--- src/rtl/operand_fetch.sv ---
// operand_fetch: gathers rs1/rs2 operands from the register file for each
// decoded instruction and presents them downstream on a valid/ready channel.
// A single-entry writeback buffer drives the register-file write channel and
// blocks reads of registers whose newest value has not been written yet.
// Optional feature macro: OPERAND_FWD_EN (forward buffered writeback data
// into a matching source instead of stalling decode).
module operand_fetch #(
  parameter int XLEN = 32
) (
  input  logic            clk,
  input  logic            rstn,
  // decode side
  input  logic            i_dec_valid,
  output logic            o_dec_ready,
  input  logic [4:0]      i_dec_rs1,
  input  logic [4:0]      i_dec_rs2,
  input  logic            i_dec_use_rs1,
  input  logic            i_dec_use_rs2,
  // rs1 read channels
  output logic            o_rs1_arvalid,
  input  logic            i_rs1_arready,
  output logic [4:0]      o_rs1_araddr,
  input  logic            i_rs1_rvalid,
  output logic            o_rs1_rready,
  input  logic [XLEN-1:0] i_rs1_rdata,
  // rs2 read channels
  output logic            o_rs2_arvalid,
  input  logic            i_rs2_arready,
  output logic [4:0]      o_rs2_araddr,
  input  logic            i_rs2_rvalid,
  output logic            o_rs2_rready,
  input  logic [XLEN-1:0] i_rs2_rdata,
  // operand output
  output logic            o_op_valid,
  input  logic            i_op_ready,
  output logic [XLEN-1:0] o_op_rs1_data,
  output logic [XLEN-1:0] o_op_rs2_data,
  // writeback request
  input  logic            i_wb_valid,
  output logic            o_wb_ready,
  input  logic [4:0]      i_wb_rd,
  input  logic [XLEN-1:0] i_wb_data,
  // register-file write channel
  output logic            o_rd_wvalid,
  input  logic            i_rd_wready,
  output logic [4:0]      o_rd_waddr,
  output logic [XLEN-1:0] o_rd_wdata
);

  localparam logic [1:0] IDLE  = 2'd0;
  localparam logic [1:0] FETCH = 2'd1;
  localparam logic [1:0] OUT   = 2'd2;

  logic [1:0] state;

  logic dec_hs, op_hs, wb_hs, rd_hs;
  logic skip1, skip2, match1, match2, hazard;
  logic fwd1, fwd2, need1, need2;
  logic done1_nxt, done2_nxt;

  // Handshakes and per-source classification of the current decode
  always_comb begin
    dec_hs = i_dec_valid & o_dec_ready;
    op_hs  = o_op_valid & i_op_ready;
    rd_hs  = o_rd_wvalid & i_rd_wready;
    wb_hs  = i_wb_valid & o_wb_ready;

    skip1  = ~i_dec_use_rs1 | (i_dec_rs1 == 5'd0);
    skip2  = ~i_dec_use_rs2 | (i_dec_rs2 == 5'd0);
    match1 = o_rd_wvalid & ~skip1 & (i_dec_rs1 == o_rd_waddr);
    match2 = o_rd_wvalid & ~skip2 & (i_dec_rs2 == o_rd_waddr);
    hazard = match1 | match2;

`ifdef OPERAND_FWD_EN
    fwd1        = match1;
    fwd2        = match2;
    o_dec_ready = (state == IDLE);
`else
    fwd1        = 1'b0;
    fwd2        = 1'b0;
    o_dec_ready = (state == IDLE) & ~hazard;
`endif

    need1 = ~skip1 & ~fwd1;
    need2 = ~skip2 & ~fwd2;

    // a source is finished once its address has been accepted and its data
    // captured; looking at this cycle's handshakes lets OUT follow directly
    done1_nxt = (~o_rs1_arvalid | i_rs1_arready) & (~o_rs1_rready | i_rs1_rvalid);
    done2_nxt = (~o_rs2_arvalid | i_rs2_arready) & (~o_rs2_rready | i_rs2_rvalid);

    o_wb_ready = ~o_rd_wvalid | i_rd_wready;
  end

  // Operand fetch FSM: accept decode, issue reads, capture data, present result
  always_ff @(posedge clk or negedge rstn) begin
    if (!rstn) begin
      state         <= IDLE;
      o_rs1_arvalid <= 1'b0;
      o_rs2_arvalid <= 1'b0;
      o_rs1_rready  <= 1'b0;
      o_rs2_rready  <= 1'b0;
      o_rs1_araddr  <= '0;
      o_rs2_araddr  <= '0;
      o_op_valid    <= 1'b0;
      o_op_rs1_data <= '0;
      o_op_rs2_data <= '0;
    end else begin
      case (state)
        IDLE: begin
          if (dec_hs) begin
            o_rs1_araddr  <= i_dec_rs1;
            o_rs2_araddr  <= i_dec_rs2;
            o_rs1_arvalid <= need1;
            o_rs2_arvalid <= need2;
            o_rs1_rready  <= need1;
            o_rs2_rready  <= need2;
            o_op_rs1_data <= fwd1 ? o_rd_wdata : '0;
            o_op_rs2_data <= fwd2 ? o_rd_wdata : '0;
            if (!need1 && !need2) begin
              state      <= OUT;
              o_op_valid <= 1'b1;
            end else begin
              state <= FETCH;
            end
          end
        end
        FETCH: begin
          if (o_rs1_arvalid && i_rs1_arready) o_rs1_arvalid <= 1'b0;
          if (o_rs2_arvalid && i_rs2_arready) o_rs2_arvalid <= 1'b0;
          if (o_rs1_rready && i_rs1_rvalid) begin
            o_rs1_rready  <= 1'b0;
            o_op_rs1_data <= i_rs1_rdata;
          end
          if (o_rs2_rready && i_rs2_rvalid) begin
            o_rs2_rready  <= 1'b0;
            o_op_rs2_data <= i_rs2_rdata;
          end
          if (done1_nxt && done2_nxt) begin
            state      <= OUT;
            o_op_valid <= 1'b1;
          end
        end
        OUT: begin
          if (op_hs) begin
            state      <= IDLE;
            o_op_valid <= 1'b0;
          end
        end
        default: begin
          state      <= IDLE;
          o_op_valid <= 1'b0;
        end
      endcase
    end
  end

  // Single-entry writeback buffer; a new entry may replace one draining this cycle
  always_ff @(posedge clk or negedge rstn) begin
    if (!rstn) begin
      o_rd_wvalid <= 1'b0;
      o_rd_waddr  <= '0;
      o_rd_wdata  <= '0;
    end else begin
      if (wb_hs && (i_wb_rd != 5'd0)) begin
        o_rd_wvalid <= 1'b1;
        o_rd_waddr  <= i_wb_rd;
        o_rd_wdata  <= i_wb_data;
      end else if (rd_hs) begin
        o_rd_wvalid <= 1'b0;
      end
    end
  end

endmodule
--- config.mk ---
export PLATFORM = sky130hd
export DESIGN_NAME = operand_fetch
export DESIGN_NICKNAME = d
export VERILOG_FILES = /design/src/rtl/operand_fetch.sv
export SDC_FILE = /design/constraint.sdc
export NUM_CORES = 1
export LEC_CHECK = 0
export ABC_AREA = 1
export BUFFER_PORTS_ARGS = -buffer_cell sky130_fd_sc_hd__buf_2
export CORE_ASPECT_RATIO = 0.7
export CORE_MARGIN = 5
export CORE_UTILIZATION = 35
export CTS_CLUSTER_SIZE = 24
export DETAILED_ROUTE_END_ITERATION = 8
export GPL_ROUTABILITY_DRIVEN = 0
export PLACE_DENSITY = 0.74
export SLEW_MARGIN = 10
export SYNTH_ARGS = -nofsm -noshare
export SYNTH_HDL_FRONTEND = slang
export SYNTH_SLANG_ARGS = --single-unit
--- constraint.sdc ---
create_clock -name clk -period 3.05 [get_ports clk]
set_input_delay 0.61 -clock clk [delete_from_list [all_inputs] [get_ports clk]]
set_output_delay 0.61 -clock clk [all_outputs]
set_load 0.02 [all_outputs]
==> out/results.txt, run 1 <==
The share of synthesized area in the top cell type comes to 57.0%. In this run the number of H-tree levels came out at 4. For this run, design rule violations remaining after detail routing come to 0.

Of the cells placed in the final design, the portion with a size suffix greater than 1 is 37.5%. The cell area after synthesis came out at 5220 um2. The signed area change from the synthesized netlist to the final layout came out at 38.3%. Headroom to the max-slew limit came out at 21.4%. IR analysis of the VDD net gives a maximum drop of 408 uV.

The number of instances in the placed design was 996. TritonCTS built the clock tree. In this run the count of I/O pins placed on the die edge is 242.

The remaining number of nets flagged by the antenna check after routing was 0; the die area was 17500 um2. Along the worst path, the maximum fanout reaches 5. The logs give 35.6% for the effective utilization at floorplan and 0.40 ns for the worst-skew pair later-pin latency.

Number of global-route vias before repair: 4606. Largest buffer count on any clock path: 2. Global-route wire length before repair: 24200 um. The final cycle utilization of the critical path is 72.8%, and the filler-free cell count of the finished design is 1029. Buffers inserted during clock tree synthesis total 17. The clock arrives with 0.00770 ns of skew.

The run gives 0 as the total count of max-transition violations in the final report. The logs give 37 for the number of cell rows and 0.450 GHz for the achievable frequency. The number of nets handed over by synthesis was 709.

Using the TritonRoute via totals, the vias-per-cell ratio works out to 4.67. For the worst setup path, the data arrival time is 1.61 ns. The clock network is responsible for 32.1% of the overall power. The first routing iteration left 345 violations. The async set or reset register ratio after synthesis was 100%. At the pin with the least slew margin, the transition time is 1.18 ns. The root buffer cell chosen for the clock tree is clkbuf_16.

Input and output buffers added on the ports amount to 241. The run gives 0 as the Yosys warning count. At the end of the flow, the number of nets in the layout was 943. The run gives 4 as the first-pass iteration count of the detailed router. For the count of max-cap constraint violations, the log shows 0. The number of hold violations in the final report was 0; the total congestion overflow was 0. The die is 112 um tall. STA classifies the critical path endpoint as an output port. Number of clock sinks: 119.

Ranked by total cell area, the synthesized netlist is headed by dfrtp_1 (57%), nand3_1 (11%), nand2_1 (11%). Summing all placed instances gives a cell area of 6550 um2. The quantity of hold-fixing buffers added after cts was 0; the clock-pin transition on the worst setup and hold timing paths was 0.06 ns. The HPWL after detailed placement is 11000 um. For the via count, the log shows 4801. At the worst endpoint, the required time is 2.44 ns.

Internal power comes to 4330 uW. Post-CTS repair changed the size of 0 cells. For this run, the leading register cell type out of synthesis is dfrtp_1.

For this design the static power due to leakage is 0.00420 uW. Die width: 156 um. The layout has 1400 filler cells. For this run, the total global-route usage over all layers was measured as 17.2%.

The initial antenna violation count was 1. Counting flops and latches in the post-synthesis netlist gives 119. The finished cells cover 7220 um2.

Dividing the detail-routed wire length by the instance count gives 14.7 um. Synthesis handed over a netlist of 586 instances. Setup violations remaining at the end of the flow were counted as 0.

Each instance of the synthesized netlist takes up on average 8.91 um2. The number of post-CTS setup repair buffers came out at 0. Dividing total power by cell area gives a power density of 964 nW/um2. The share of power burned in registers was 33.9%. Startpoint-to-endpoint class of the critical path: reg -> out. dfrtp_1 takes more of the synthesized area than any other cell. STA classifies the critical path startpoint as a flop. Setup repair after global routing left no endpoint under its margin. Shortest clock period the worst path allows after layout: 2.22 ns. Synthesis instantiated 28 different standard cells from the library. The min-delay analysis places its worst path in the category in -> async. Wires add up to 15100 um. The logs give 14700 um2 for the total core area and 57.0% for the post-synthesis sequential area ratio.

Counting flops with a built-in enable in the synthesized netlist gives 0. The reported net switching power was 2630 uW; the post-route setup TNS was 0 ns. Entering global routing, the biggest net connects 59 pins.

The flow ran to the end, and the final reports show no timing, DRC or antenna violations. The run gives 34.0% as the combinational fraction of design power. Net switching share of the total power: 37.8%.
==> critical path: stages, from the launching register on <==
cell and delay (ns):
dfrtp_1 0.43, inv_1 0.11, nand2_1 0.05, o211ai_1 0.08, nor2_1 0.07, nand2_1 0.08, nand2_2 0.08, nor2_4 0.13
buf_2 0.20
==> logic make-up (layout without fill, tap and decap cells) <==
kind of cell	Yosys count	in the layout	share of synthesized area, %
flops	119	119	57.0
compound gates	58	58	5.78
simple gates	313	313	28.4
buf+inv	96	343	8.77
other cells	0	1	0
==> flip-flops by register name, summed over array words and instances, names as in the netlist <==
name and count:
o_op_rs1_data 32, o_op_rs2_data 32, o_op_valid 1, o_rd_waddr 5
o_rd_wdata 32, o_rd_wvalid 1, o_rs1_araddr 5, o_rs1_arvalid 1
o_rs1_rready 1, o_rs2_araddr 5, o_rs2_arvalid 1, o_rs2_rready 1
state 2
==> area by class of cell <==
class                           instances  area, um2  share of cell area [%]
Tap cell                              195        244                    3.38
Clock buffer                           21        470                    6.52
Inverter                               60        225                    3.12
Clock inverter                         11        195                    2.70
Multi-Input combinational cell        371       1810                    25.0
Timing Repair Buffer                  251       1300                    18.0
Sequential cell                       119       2980                    41.3
Antenna cell                            1       2.50                  0.0347
==> worst paths after layout <==
check                                      from                 to  slack, ns  depth (start not counted)
max in group asynchronous                  rstn  o_op_rs1_data[22]       2.07                          2
worst min register to register  o_rs1_araddr[2]    o_rs1_araddr[2]       0.47                          2
worst max register to register    o_rd_waddr[1]  o_op_rs2_data[17]       1.04                         11
worst min-delay path                       rstn  o_op_rs2_data[13]       0.25                          1
worst max-delay path              o_rd_waddr[0]        o_dec_ready       0.83                          8
min in group clk                i_rs2_rdata[28]  o_op_rs2_data[28]       0.43                          3
==> cells in the final DEF, fill, tap and decap left out <==
cell type	instances
clkinv_4	4
nand2_2	3
nand3_2	20
dfrtp_1	119
o22ai_1	2
inv_2	2
inv_1	57
buf_12	1
o211ai_1	1
bufinv_16	5
clkbuf_1	1
nand3_1	119
clkbuf_8	3
o21bai_1	1
nor2_1	17
nor3_1	1
nand4_1	1
nor2_4	2
diode_2	1
o311ai_4	1
nand2_1	147
or2_2	1
buf_2	240
clkinv_2	2
o21ai_0	48
nand2_4	1
clkbuf_16	17
a21oi_1	5
buf_4	10
and3_1	1
clkinv_1	1
==> power groups by stage <==
stage	clock network [uW]	registers, uW	logic [uW]
2_1_floorplan	0	2950	988
3_3_place_gp	0	2370	2380
3_5_place_dp	0	2380	2410
4_1_cts	2280	2360	2410
5_1_grt	2350	2430	2610
6_report	2230	2360	2370
==> metal layers <==
metal / GRT usage (%) / up-vias / routed length, um
met5: 0 / - / 11
met4: 5.66 / 2 / 204
met3: 5.43 / 20 / 1370
met2: 25.4 / 188 / 6740
met1: 24.0 / 2226 / 6780
li1: - / 2365 / -
==> Yosys cell counts, types with 5 or more instances <==
cell      count
clkbuf_1     10
nor2_1       17
buf_6         8
o21ai_0      48
a21oi_1       5
dfrtp_1     119
nand2_1     147
nand3_1     119
inv_1        57
buf_2        12
nand3_2      20
==> metrics by stage <==
step | hold slack (ns) | total power (uW) | worst slack [ns] | util [%]
floorplan | 0.314 | 3940 | 1.24 | -
global placement | 0.458 | 4750 | 0.508 | 44.6
detailed placement | 0.467 | 4780 | 0.462 | 44.6
CTS | 0.267 | 7060 | 0.788 | 49.2
global route | 0.288 | 7380 | 0.618 | 49.2
finish | 0.246 | 6960 | 0.829 | 49.2
No activity file was read; power rests on OpenSTA's default activity.
==> run 2, diff against run 1 <==
ABC_AREA = 0   (was 1)
PLACE_DENSITY = 0.77   (was 0.74)
clock period = 2 ns   (was 3.05 ns; I/O delays follow)
==> run 2 against run 1 <==
The flow now finishes with violations (negative setup slack). Setup slack lost 1.0 ns. Routed wire length increased by 1.3%. Sequential power increased by 44%. Largest cell class unchanged.
==> out/results.txt, run 2 <==
The run finished, with violations left. The checks that failed: negative setup slack. The capture point of the worst reg-to-reg path was o_rs1_araddr[4]. Global routing consumed, on the met2 layer, 26.3% of the routing resources. The first global-routing pass estimated 21500 um of wire. The floorplan step defined a core boundary enclosing 13700 um2. The number of nets at the end of the flow is 842.

The critical path goes through buf_4, xor2_1, nor4_1, nand4b_1, and3_4, buf_6. Yosys printed 0 warnings. For this design the static power due to leakage is 0.00382 uW. For this run, the register share of the synthesized area comes to 61.4%. After detailed routing, the number of remaining DRC violations is 0.

TritonCTS built the clock tree. The tools report the initial antenna violation count as 0. At the pin with the least slew margin, the transition time is 0.669 ns. Of the total power, combinational logic draws 35.0%.

The die width is 151 um, and the routed wire length is 15300 um. Hold repair after CTS inserted 0 buffers. Post-layout total power: 10100 uW. The number of enable-type register cells in the synthesized netlist is 0. The largest registers in the layout are o_op_rs1_data: 32 flops, o_op_rs2_data: 32 flops, o_rd_wdata: 32 flops. The worst register-to-register path begins at o_rd_waddr[2].

In this run the tool buffered the top-level ports with 241 buffer cells. The share of power burned in registers was 33.5%. The run gives 4259 as the number of global-route vias before repair. Counting the buffers created by CTS gives 17. The critical path is of the reg -> out type. The dominant cell type by area after synthesis was dfrtp_1.

The library cell used most frequently in the layout, excluding fill and tap cells, is buf_2. On the final layout, the worst clock skew is 0.0117 ns. In this run the power spent charging and discharging nets is 3620 uW. Static timing analysis puts the maximum clock frequency at 0.458 GHz.

Data on the critical path arrives at its endpoint at 1.78 ns. The tree built by TritonCTS fans out to 119 sinks. Headroom to the max-slew limit came out at 55.4%. After synthesis, the mean cell area works out to 10.9 um2.

The data required time of the critical path is 1.60 ns. Net switching is 35.7% of the power. Synthesis produced a netlist with a net count of 568. The type of the worst min-delay path is in -> async. IR analysis of the VDD net gives a maximum drop of 678 uV. Counting instances in the post-synthesis netlist gives the leading cell types as nand2_1 (139), dfrtp_1 (119), o21ai_0 (65). In this design, the stage delay of the slowest critical-path cell is 0.43 ns. The overall die height came out at 108 um. Before antenna repair, the detailed router went through 6 iterations. In the routed layout, each cell is associated on average with a via count of 4.73.

The tools report the effective utilization at floorplan as 35.3%. Count of endpoints failing setup in the final report: 81. The total global routing track utilization was 16.7%. The dominant cell by count in the synthesized netlist is nand2_1. The logs give -0.16 ns for the worst setup slack for register-to-register paths and 4 for the H-tree depth reported by CTS. The minimum setup slack in the final design was -0.182 ns. In this run the power density over the cells is 1340 nW/um2.

Clock-pin slew was measured on the worst setup and hold paths at 0.06 ns. The DRC marker count from the first detailed-route iteration was 179. The critical path buffer and inverter count was 2; the antenna diode count was 0.

Dividing the final minimum period by the clock period gives 109%. The worst setup path is launched from a flop. The total count of max-transition violations in the final report is 0. In the global route stage, met1 resource usage came out at 21.4%.

The library cells used most frequently in the layout, excluding fill and tap cells, are buf_2 (239), nand2_1 (139), dfrtp_1 (116). After synthesis, the share of flip-flops with an asynchronous set or reset is 100%. In this run, the clock network consumes 31.5% of the power. For the worst flop-to-flop path, the logic depth is 8.

Subtracting the final worst setup slack from the clock period gives 2.18 ns. The number of hold violations in the final report is 0, and the number of cell rows is 36. In the final routed layout, each cell accounts on average for 16.6 um.

The die area came out at 16300 um2. Setup total negative slack on the finished layout was measured at -8.51 ns. The clock passes through at most 2 buffers. In this run the remaining antenna-violating nets after routing total 0. The layer carrying the most global-route usage is met2. The later pin in the worst-skew pair is clocked with a latency of 0.40 ns. Along the worst path, the maximum fanout reaches 3. In the final layout, the share of cells above drive strength 1 is 58.3%.

STA classifies the critical path endpoint as an output port. Counting every instance in the synthesized netlist gives 445. The tree is rooted in a clkbuf_16. The tools report the via count as 4357. Internal power comes to 6510 uW. The number of different library cells in the post-synthesis netlist was 32; the area share of the largest cell type after synthesis was 61.4%.

The boundary pin count is 242. The kind of cell adding the most delay to the critical path was simple AND/OR/NAND/NOR gates. Detailed placement ended at an HPWL of 10100 um. Entering global routing, the biggest net connects 120 pins. The most common flop cell mapped by yosys was dfrtp_1.

Sorting the synthesized cells by area gives the leading types as dfrtp_1 (61%), nand2_1 (11%), mux2_2 (10%). The slowest stage of the critical path belongs to the cell dfrtp_2. Setup repair after global routing could not meet its margin everywhere. In this run, synthesis produced a sequential element count of 119. The total congestion overflow is 0.

For met3 alone, demand over resource in global routing was 6.83%. Summing every instance area after synthesis gives 4850 um2. From synthesis to final layout, the design area changed by 55.9%. Max-cap violations in this run came to 0.
run 2: changes by cell type after synthesis, moves of 14 or more:
cell,previous run,this run
nor2_1,17,3
o21ai_0,48,65
nand3_1,119,3
inv_1,57,2
nand3_2,20,0
mux2_2,0,43
run 2: per-stage QoR:
step	hold slack [ns]	setup slack [ns]	util [%]	area, um2	std cells
3_3_place_gp	0.483	-0.162	46.7	6410	872
6_report	0.0624	-0.182	55.0	7560	922
3_5_place_dp	0.489	-0.229	46.7	6410	872
5_1_grt	0.149	-0.267	55.0	7560	922
2_1_floorplan	0.104	-0.0278	-	4870	445
4_1_cts	0.115	-0.184	51.5	7080	908
run 2: how the worst max path moves through the flow:
stage | from | endpoint | cells past startpoint
after floorplan | i_dec_rs1[1] | o_rs1_araddr[3] | 6
after global routing | o_rd_waddr[2] | o_dec_ready | 5
after detailed placement | i_dec_rs2[1] | o_op_rs1_data[27] | 7
final | o_rd_waddr[2] | o_dec_ready | 6
after global placement | i_dec_rs2[1] | o_op_rs1_data[12] | 7
after CTS | o_rd_waddr[1] | o_dec_ready | 5
run 2: final cells by class:
type | count | area (um2)
Fill cell | 1170 | 6180
Sequential cell | 119 | 2980
Multi-Input combinational cell | 299 | 2010
Timing Repair Buffer | 280 | 1710
Clock buffer | 19 | 453
Tap cell | 190 | 238
Clock inverter | 13 | 169
Inverter | 2 | 7.51
run 2: timing repair:
item                       4_1_cts  5_1_grt
buffers inserted                 4        3
resized for setup               61       78
gates cloned                     0       11
pin swaps                        4       16
setup endpoints to repair        1       81
run 2: cell families (layout without fill, tap and decap cells):
logic type / Yosys count / after routing / synth area share [%]
flip-flops: 119 / 119 / 61.4
AND/OR/NAND/NOR: 162 / 163 / 14.1
AO/OA/AOI/OAI: 76 / 76 / 8.41
buffers and inverters: 28 / 314 / 2.58
multiplexers: 50 / 50 / 11.7
XOR/XNOR: 10 / 10 / 1.81
run 2: metal layers:
metal | up-vias | part of all wire (%) | routed length [um]
li1 | 2052 | - | -
met1 | 2109 | 42 | 6440
met2 | 183 | 47 | 7240
met3 | 13 | 9.1 | 1390
met4 | 0 | 1.5 | 235
met5 | - | 0 | 0
run 2: power by group through the flow:
stage / registers, uW / clock network [uW] / logic, uW
global placement: 3400 / 0 / 2810
floorplan: 4130 / 0 / 953
CTS: 3390 / 3260 / 2960
finish: 3390 / 3190 / 3550
global route: 3470 / 3360 / 3810
detailed placement: 3430 / 0 / 2850
==> run 3, diff against run 2 <==
CORE_UTILIZATION = 49   (was 35)
PLACE_DENSITY = 0.95   (was 0.77)
clock period = 2.6 ns   (was 2 ns; I/O delays follow)
==> run 3 against run 2 <==
The flow now finishes without violations. Flip-flop and latch count unchanged. Register-to-register slack improved by 0.65 ns. Routed wire length down 5.0%. Non-clock buffer count shrank 25. Largest cell class unchanged.
==> out/results.txt, run 3 (same netlist as run 2, synthesis figures left out) <==
The routed wire length is 14500 um. Capturing element type of the critical path: an output port. Based on the critical path, the design can be clocked at up to 0.399 GHz.

The critical path's most frequent cell is buf_2. The H-tree depth reported by CTS is 4, and the effective utilization at floorplan is 50.1%. In the final layout, the registers with the most flip-flops are o_op_rs1_data: 32 flops, o_op_rs2_data: 32 flops, o_rd_wdata: 32 flops. After global routing the overflow that remains totals 0. After clock tree synthesis, the clock-pin slew on the worst setup and hold paths is 0.05 ns. The number of buffers added by the clock tree synthesis step came out at 17. TritonCTS built the clock tree. The count of endpoints failing setup in the final report is 0.

The signal on the critical path passes through buf_2, or4_1, o21ai_1, nand4b_1, and3_2, buf_2. IR analysis of the VDD net gives a maximum drop of 663 uV. The total non-filler cell area in the finished layout is 6790 um2, and the clock skew after layout is 0.00947 ns.

In the final design database the tool counted 816 nets. Detailed routing inserted a total of 4317 vias. In the final routing, the length of wire on met1 measures 5570 um. The tools report the number of hold violations in the final report as 0. The tools report the startpoint type of the worst setup path as a primary input.

For this design the ratio of total power to cell area is 1020 nW/um2. The cell at the root of the clock tree is clkbuf_16. Most frequent standard cell in the layout excluding fill and tap cells: buf_2.

After detailed routing, the met2 layer carries 7200 um of wire. After layout, the worst path uses 96.4% of the clock period. In the routed design, unresolved DRC markers number 0. For the number of global-route vias before repair, the log shows 4517. In the final layout, the share of cells above drive strength 1 is 47.4%. The shortest clock period the worst path allows after layout was 2.51 ns. The headroom to the max-slew limit is 54.6%. Once layout is complete, the utilization of the core stands at 70.2%.

The die covers 12000 um2. The first detailed-routing pass ran for 5 iterations. After legalization and detailed placement, the total HPWL measured 10900 um. Setup repair after global routing left no endpoint under its margin. In this run the core area contains 30 standard-cell rows. The total core area was 9680 um2.

Delay of the slowest critical-path stage: 0.56 ns. Hold repair after CTS inserted 0 buffers. The largest individual stage delay along the critical path comes from the cell or4_1.

Measured along the x axis, the die boundary spans 129 um. The remaining number of nets flagged by the antenna check after routing was 0; the highest fanout seen on the critical path was 3. Leaving out fill and tap cells, the most frequent cells in the layout are buf_2 (240), nand2_1 (139), dfrtp_1 (119). The tools report the data required time of the critical path as 2.08 ns. On the critical path the largest part of the delay comes from simple AND/OR/NAND/NOR gates.

The number of vias per cell was 5.18; the static leakage was 0.00349 uW. The run gives 24.4% as the total global routing track utilization. After detailed routing, no signal wire sits above met5. After detailed routing, the met3 layer carries 1440 um of wire. The startpoint-to-endpoint class of the critical path was in -> out.

The data arrival at the endpoint of the critical path is 1.99 ns, and the largest buffer count on any clock path is 2. During I/O placement, the number of pins put on the boundary was 242. The initial antenna violation count is 2, and the overall die height is 93.2 um.

The flow ran to the end, and the final reports show no timing, DRC or antenna violations. Number of clock sinks: 119. In this run the cell area measured after placement is 6240 um2.

After detailed routing, the average wire length per cell comes to 17.4 um. The number of buffers and inverters on the critical path is 2. The total count of max-transition violations in the final report was 0; the largest net degree at the start of global routing was 53.

From synthesis to final layout, the design area changed by 40.1%. The path class of the tightest hold or removal check is in -> async. After routing, the total negative slack on setup checks comes to 0 ns.

The first global-routing pass estimated 22900 um of wire. For the worst-skew pair, the clock arrives at the later sink with an insertion delay of 0.40 ns. The detailed router finished its first iteration with 191 violations. The count of max-cap constraint violations is 0. Slew at the pin closest to its max-slew limit: 0.681 ns.

Total of buffers placed on input and output ports: 241.
==> run 3: layout make-up <==
cell class	count	area, um2
diodes	1	2.50
inverters	2	7.51
multi-input cells	298	1750
repair buffers	255	1350
flip-flops and latches	119	2980
fillers	720	2890
clock buffers	21	460
well taps	128	160
clock inverters	10	80.1
==> run 3: repair_timing <==
item | in CTS | in global routing
gates resized for setup | 1 | 0
pin swaps | 0 | 1
cloned | 0 | 0
setup endpoints to repair | 1 | 1
setup buffers | 0 | 1
==> run 3: worst paths after layout <==
| kind | cells past startpoint | slack [ns] | to | start |
|---|---|---|---|---|
| setup / recovery | 6 | 0.09 | o_dec_ready | i_dec_rs2[1] |
| hold / removal | 1 | 0.15 | o_op_rs2_data[26] | rstn |
| setup reg to reg | 6 | 0.49 | o_rs1_araddr[2] | o_rd_waddr[1] |
| hold reg to reg | 1 | 0.50 | o_rd_wdata[15] | o_rd_wdata[15] |
| max in group asynchronous | 2 | 1.72 | o_op_rs1_data[2] | rstn |
| min in group clk | 3 | 0.32 | o_op_rs1_data[27] | i_rs1_rdata[27] |
==> run 3: metrics by stage <==
| step | setup slack, ns | std cells | power [uW] | hold WS [ns] |
|---|---|---|---|---|
| 3_3_place_gp | 0.185 | 801 | 4690 | 0.482 |
| 6_report | 0.0934 | 834 | 6900 | 0.145 |
| 4_1_cts | 0.0654 | 832 | 6950 | 0.172 |
| 5_1_grt | 0.0192 | 834 | 7260 | 0.195 |
| 3_5_place_dp | 0.120 | 801 | 4790 | 0.490 |
| 2_1_floorplan | 0.393 | 445 | 3900 | 0.224 |
==> run 3: power breakdown <==
group	total [uW]	internal, uW	switching [uW]
sequential	2620	2320	300
combinational	2150	794	1350
clock	2130	1340	784
total	6900	4460	2440
==> run 3: per-layer routing <==
| layer | up-vias | track usage (%) |
|---|---|---|
| li1 | 1991 | - |
| met3 | 29 | 9.19 |
| met5 | - | 0 |
| met2 | 213 | 40.5 |
| met1 | 2082 | 28.9 |
| met4 | 2 | 9.35 |
